$ cat src/rtl/avmm_arb_pkg.sv
// Shared types and the round-robin pick helper for the Avalon-MM master arbiter.
package avmm_arb_pkg;

  typedef enum logic {IDLE, ISSUE} state_t;

  localparam int RR_MAX = 8;

  // Index of the first set bit at or above ptr, wrapping at n; returns ptr when nothing is set.
  function automatic logic [2:0] rr_pick(input logic [RR_MAX-1:0] req_vec,
                                         input logic [2:0]        ptr,
                                         input int                n);
    logic [2:0] pick;
    int         idx;
    pick = ptr;
    for (int k = RR_MAX - 1; k >= 0; k--) begin
      if (k < n) begin
        idx = int'(ptr) + k;
        if (idx >= n) idx = idx - n;
        if (req_vec[idx]) pick = 3'(idx);
      end
    end
    return pick;
  endfunction

endpackage

$ cat src/rtl/rd_tag_fifo.sv
// Requester-id FIFO for outstanding reads; a pop frees a slot, so push+pop while full is legal.
module rd_tag_fifo #(
  parameter  int WIDTH = 2,
  parameter  int DEPTH = 4,
  localparam int AW    = $clog2(DEPTH),
  localparam int CW    = AW + 1
) (
  input  logic             clk,
  input  logic             reset,
  input  logic             push,
  input  logic [WIDTH-1:0] push_data,
  input  logic             pop,
  output logic [WIDTH-1:0] head,
  output logic             full,
  output logic             empty,
  output logic [CW-1:0]    count
);

  logic [WIDTH-1:0] mem_q [DEPTH];
  logic [AW-1:0]    wr_ptr_q, rd_ptr_q;
  logic [CW-1:0]    count_q;
  logic             do_push, do_pop;

  assign empty   = (count_q == '0);
  assign full    = (count_q == CW'(DEPTH));
  assign do_pop  = pop & ~empty;
  assign do_push = push & (~full | do_pop);
  assign head    = mem_q[rd_ptr_q];
  assign count   = count_q;

  always_ff @(posedge clk) begin
    if (reset) begin
      wr_ptr_q <= '0;
      rd_ptr_q <= '0;
      count_q  <= '0;
    end else begin
      if (do_push) wr_ptr_q <= wr_ptr_q + AW'(1);
      if (do_pop)  rd_ptr_q <= rd_ptr_q + AW'(1);
      count_q <= count_q + CW'(do_push) - CW'(do_pop);
    end
  end

  // Tag storage needs no reset; entries are only read behind a valid count.
  always_ff @(posedge clk) begin
    if (do_push) mem_q[wr_ptr_q] <= push_data;
  end

endmodule

$ cat src/rtl/avmm_master_arbiter.sv
// Round-robin arbiter sharing one Avalon-MM master among NUM_REQ requesters, with read-tag routing.
// IDLE: pick next eligible requester | ISSUE: drive granted command until the fabric accepts it
module avmm_master_arbiter
  import avmm_arb_pkg::*;
#(
  parameter  int NUM_REQ      = 3,
  parameter  int ADDRESSWIDTH = 28,
  parameter  int DATAWIDTH    = 32,
  parameter  int MAX_PENDING  = 4,
  localparam int ID_W         = $clog2(NUM_REQ),
  localparam int CNT_W        = $clog2(MAX_PENDING) + 1
) (
  input  logic                                   clk,
  input  logic                                   reset,
  input  logic [NUM_REQ-1:0][ADDRESSWIDTH-1:0]   req_address,
  input  logic [NUM_REQ-1:0][DATAWIDTH-1:0]      req_writedata,
  input  logic [NUM_REQ-1:0]                     req_read,
  input  logic [NUM_REQ-1:0]                     req_write,
  output logic [NUM_REQ-1:0]                     req_waitrequest,
  output logic [DATAWIDTH-1:0]                   req_readdata,
  output logic [NUM_REQ-1:0]                     req_readdatavalid,
  output logic [ADDRESSWIDTH-1:0]                master_address,
  output logic [DATAWIDTH-1:0]                   master_writedata,
  output logic                                   master_read,
  output logic                                   master_write,
  input  logic [DATAWIDTH-1:0]                   master_readdata,
  input  logic                                   master_readdatavalid,
  input  logic                                   master_waitrequest,
  output logic [ID_W-1:0]                        grant_id,
  output logic [CNT_W-1:0]                       pending_count,
  output logic                                   err_unexpected_rdv
);

  state_t            state_q, state_d;
  logic [ID_W-1:0]   grant_q, grant_d, rr_ptr_q, rr_ptr_d;
  logic              wr_cmd_q, wr_cmd_d;
  logic              err_q, err_d;
  logic [NUM_REQ-1:0] eligible;
  logic              accept, push, pop;
  logic              fifo_full, fifo_empty;
  logic [ID_W-1:0]   fifo_head;

  assign eligible = req_write | (req_read & {NUM_REQ{~fifo_full}});

  always_comb begin
    state_d          = state_q;
    grant_d          = grant_q;
    rr_ptr_d         = rr_ptr_q;
    wr_cmd_d         = wr_cmd_q;
    accept           = 1'b0;
    master_address   = '0;
    master_writedata = '0;
    master_read      = 1'b0;
    master_write     = 1'b0;
    case (state_q)
      IDLE: begin
        if (|eligible) begin
          grant_d  = ID_W'(rr_pick(8'(eligible), 3'(rr_ptr_q), NUM_REQ));
          wr_cmd_d = req_write[grant_d];
          state_d  = ISSUE;
        end
      end
      ISSUE: begin
        // Command type is latched at grant so a dropped request still issues as granted.
        master_address   = req_address[grant_q];
        master_writedata = req_writedata[grant_q];
        master_write     = wr_cmd_q;
        master_read      = ~wr_cmd_q;
        if (!master_waitrequest) begin
          accept   = 1'b1;
          rr_ptr_d = (grant_q == ID_W'(NUM_REQ - 1)) ? '0 : grant_q + ID_W'(1);
          state_d  = IDLE;
        end
      end
      default: state_d = IDLE;
    endcase
  end

  assign push  = accept & ~wr_cmd_q;
  assign pop   = master_readdatavalid & ~fifo_empty;
  assign err_d = err_q | (master_readdatavalid & fifo_empty);

  always_comb begin
    req_waitrequest = '1;
    if (accept) req_waitrequest[grant_q] = 1'b0;
  end

  always_comb begin
    req_readdatavalid = '0;
    if (pop) req_readdatavalid[fifo_head] = 1'b1;
  end

  assign req_readdata       = master_readdata;
  assign grant_id           = grant_q;
  assign err_unexpected_rdv = err_q;

  always_ff @(posedge clk) begin
    if (reset) begin
      state_q  <= IDLE;
      grant_q  <= '0;
      rr_ptr_q <= '0;
      wr_cmd_q <= 1'b0;
      err_q    <= 1'b0;
    end else begin
      state_q  <= state_d;
      grant_q  <= grant_d;
      rr_ptr_q <= rr_ptr_d;
      wr_cmd_q <= wr_cmd_d;
      err_q    <= err_d;
    end
  end

  rd_tag_fifo #(
    .WIDTH (ID_W),
    .DEPTH (MAX_PENDING)
  ) u_tag_fifo (
    .clk       (clk),
    .reset     (reset),
    .push      (push),
    .push_data (grant_q),
    .pop       (pop),
    .head      (fifo_head),
    .full      (fifo_full),
    .empty     (fifo_empty),
    .count     (pending_count)
  );

endmodule

$ cat config.mk
export PLATFORM = sky130hd
export DESIGN_NAME = avmm_master_arbiter
export DESIGN_NICKNAME = d
export VERILOG_FILES = /design/src/rtl/avmm_arb_pkg.sv /design/src/rtl/rd_tag_fifo.sv /design/src/rtl/avmm_master_arbiter.sv
export SDC_FILE = /design/constraint.sdc
export NUM_CORES = 1
export LEC_CHECK = 0
export BUFFER_PORTS_ARGS = -buffer_cell sky130_fd_sc_hd__buf_2
export CAP_MARGIN = 5
export CELL_PAD_IN_SITES_DETAIL_PLACEMENT = 1
export CELL_PAD_IN_SITES_GLOBAL_PLACEMENT = 2
export CORE_MARGIN = 4
export CORE_UTILIZATION = 19
export CTS_BUF_LIST = sky130_fd_sc_hd__clkbuf_8
export CTS_CLUSTER_SIZE = 30
export DETAILED_ROUTE_END_ITERATION = 8
export MAX_ROUTING_LAYER = met4
export PLACE_DENSITY_LB_ADDON = 0.1
export SETUP_SLACK_MARGIN = 0.15
export SYNTH_ARGS = -nofsm -noshare
export SYNTH_HDL_FRONTEND = slang
export SYNTH_HIERARCHICAL = 1
export SYNTH_SLANG_ARGS = --single-unit
$ cat constraint.sdc
create_clock -name clk -period 6.02 [get_ports clk]
set_input_delay 0.301 -clock clk [delete_from_list [all_inputs] [get_ports clk]]
set_output_delay 0.301 -clock clk [all_outputs]
set_load 0.01 [all_outputs]
==> impl_metrics.yaml <==
route:
  wl_mm: 15.5
  drt_iter0_drc: 116
  postRouteAntennaNets: 0
  first_pass_iters: 4
  wl_per_cell_um: 17.5
  via_per_inst: 4.36
  vias: 3874
  drcViolationCount: 0
setup_path:
  worst_r2r_path_depth: 9
  rrSetupSlack_ns: 3.35
  rr_startpoint: "rr_ptr_q[1]"
  path_class: "reg -> out"
  worstReg2RegEnd: "wr_cmd_q"
  critPathRequiredTime_ns: 5.72
  crit_fanout: 39
  cp.arrival_ns: 2.43
  start_kind: "flip-flop"
  end_kind: "primary output"
yosys:
  synth_top_area_share_pct: 20.8
  ys_ff_latch: 24
  synth_most_common_cell: "mux2i_1"
  synth.area.top_cells: "mux2i_1 21%, and2_1 11%, o21ai_0 10%"
  avgSynthCellArea_um2: 7.47
  ys_async_sr_fraction_pct: 0
  synth_edf_count: 8
  synth_area_um2: 3370
  synth_common_cells: "70 x mux2i_1, 68 x o21ai_0, 66 x nand2_1, 61 x and2_1, 33 x buf_4"
  synth_seq_area_share_pct: 16.6
  ys_dominant_reg_cell: "dfxtp_1"
  ys_types: 49
  synth_cells: 452
  ys_warn_count: 6
  yosysTopAreaCell: "mux2i_1"
  synth_nets: 684
power_and_ir_drop:
  p_switching_mw: 0.310
  cellLeakagePower_nw: 2.15
  power_density_nw_per_um2: 167
  p_seq_share_pct: 26.9
  swShare_pct: 39.2
  p_comb_share_pct: 55.0
  p_int_mw: 0.480
  clkPwrFrac_pct: 18.1
  peakVddDrop_mv: 0.0997
final_layout:
  area_growth_pct: 39.9
  n_fill_cell: 2179
  final_layout_size_suffix_gt1_share_pct: 44.4
  fin_nets: 893
  utilization_pct: 27.2
sta:
  drv_slew: 0
  setup_viol: 0
  hold_viol_final: 0
  worst_pin_slew_ns: 0.691
  min_period_ns: 2.73
  finalSetupTns_ns: 0
  fmax_mhz: 366
  max_slew_margin_pct: 54.0
  rsz0062_at_grt: "false"
  post-route-period-util_pct: 45.3
  finalClockSkew_ns: 0.00663
global_routing:
  antenna_found_initial: 3
  grtUsageMet1_pct: 15.8
  grtUsageMet3_pct: 4.68
  grt_pass1_vias: 4330
  gr-total-overflow: 0
  grt_max_degree: 70
  grtUsageMet2_pct: 28.4
  grt_pass1_wl_mm: 23.5
  grt.busiest_layer: "met2"
  grt_usage_pct: 15.1
cts:
  post_cts_resized: 0
  ctsHoldBuffers: 0
  clock-sinks: 24
  clockBufferDepth: 2
  post_cts_buffers: 0
  cts_tree: "yes"
  ctsHtreeMaxLevel: 1
  clkTransAtPathRegs_ns: 0.09
  cts_buffers: 3
  clk_root_buffer_cell: "clkbuf_8"
  clk_latency_ns: 0.27
floorplanning:
  coreArea_um2: 17400
  initial_utilization_pct: 19.4
  die_y_um: 141
  die_w_um: 141
  rows: 48
  num_io_pins: 328
  dieArea_um2: 20000
run:
  max_cap_viol_count: 0
min_path:
  worstHoldStart: "master_readdatavalid"
  hp-class: "in -> reg"
  worstHoldEndpoint: "err_unexpected_rdv"
  holdPathStages: 3
status:
  status: "finished, final reports clean"
placement:
  place.gp.congestion: 0.760
  hpwl_mm: 12.6
  port-buffer-count: 263
[final cells by class]
class	count	area (um^2)	share of cell area, %
multi-input combinational	353	2400	50.9
timing repair buffer	267	1350	28.5
sequential	24	567	12.0
tap	225	282	5.97
inverter	12	45.0	0.954
clock buffer	3	41.3	0.875
clock inverter	1	30.0	0.636
antenna	3	7.51	0.159
[placed cells by master, fill, tap and decap left out, types with 2 or more instances in the layout]
| master | Yosys | routed |
|---|---|---|
| nor3_1 | 4 | 4 |
| buf_2 | 0 | 263 |
| a32oi_1 | 2 | 2 |
| dfxtp_2 | 0 | 2 |
| diode_2 | 0 | 3 |
| o21ai_0 | 68 | 68 |
| inv_1 | 12 | 12 |
| and2b_1 | 2 | 2 |
| and2_1 | 61 | 61 |
| xor2_1 | 2 | 2 |
| o2111ai_1 | 2 | 2 |
| buf_4 | 33 | 4 |
| ha_1 | 9 | 9 |
| a21oi_1 | 4 | 4 |
| mux2i_1 | 70 | 70 |
| nor2b_1 | 6 | 5 |
| and2_2 | 4 | 4 |
| dfxtp_1 | 16 | 13 |
| nor3b_1 | 2 | 2 |
| mux4_2 | 2 | 2 |
| edfxtp_1 | 8 | 8 |
| nand2_1 | 66 | 66 |
| nand2b_1 | 4 | 4 |
| clkbuf_8 | 0 | 3 |
| a31oi_1 | 3 | 3 |
| xnor2_1 | 2 | 2 |
| nor2_1 | 17 | 17 |
[through the flow]
stage                     hold WS, ns  setup slack (ns)  std cells  power (mW)  area [um^2]
after floorplan                 0.366              3.58        452       0.499         3370
after global placement          0.446              3.41        881       0.657         4640
after detailed placement        0.472              3.37        881       0.662         4640
after CTS                       0.274              3.15        885       0.809         4710
after global routing            0.299              3.03        888       0.866         4720
final                           0.280              3.29        888       0.790         4720
[worst max path at each step]
stage / startpoint / to / slack (ns) / depth (start not counted)
6_report: grant_id[1] / master_writedata[5] / 3.29 / 6
5_1_grt: grant_id[1] / master_writedata[5] / 3.03 / 6
4_1_cts: grant_id[1] / master_writedata[5] / 3.15 / 6
3_5_place_dp: rr_ptr_q[1] / wr_cmd_q / 3.37 / 9
3_3_place_gp: u_tag_fifo/count[2] / wr_cmd_q / 3.41 / 8
2_1_floorplan: u_tag_fifo/count[2] / wr_cmd_q / 3.58 / 8
[registers in the layout (all words and copies together), names as in the netlist, named ones only]
register / cells
u_tag_fifo/count: 3
grant_id: 2
u_tag_fifo/wr_ptr_q: 2
u_tag_fifo/rd_ptr_q: 2
u_tag_fifo/mem_q: 8
rr_ptr_q: 2
state_q: 1
wr_cmd_q: 1
err_unexpected_rdv: 1
[cell families (layout without fill, tap and decap cells)]
group	count (synthesis)	after routing	synth area share (%)
buffers and inverters	75	283	12.5
multiplexers	74	74	22.9
AO/OA/AOI/OAI	91	91	16.2
adder cells (fa/ha/maj)	10	10	3.93
AND/OR/NAND/NOR	174	174	26.8
XOR/XNOR	4	4	1.04
other	0	3	0
flip-flops	24	24	16.6
[power groups by stage]
stage / sequential, mW / clock, mW / combinational (mW)
global route: 0.217 / 0.157 / 0.492
floorplan: 0.210 / 0 / 0.288
global placement: 0.215 / 0 / 0.443
finish: 0.213 / 0.143 / 0.435
CTS: 0.214 / 0.148 / 0.447
detailed placement: 0.217 / 0 / 0.445
[worst max-delay path, cell delays in order (launching register included)]
cell and delay (ns):
dfxtp_4 0.54, nor2b_4 0.59, buf_4 0.50, nand2_1 0.09
o21ai_0 0.12, and2_1 0.16, buf_2 0.13
[layer usage]
| metal | share of wire [%] | vias to the layer above |
|---|---|---|
| met5 | 0 | - |
| met4 | 0.70 | 0 |
| met3 | 8.0 | 10 |
| met2 | 54 | 127 |
| met1 | 37 | 1811 |
| li1 | - | 1926 |
Power figures use the tool's default switching activity.
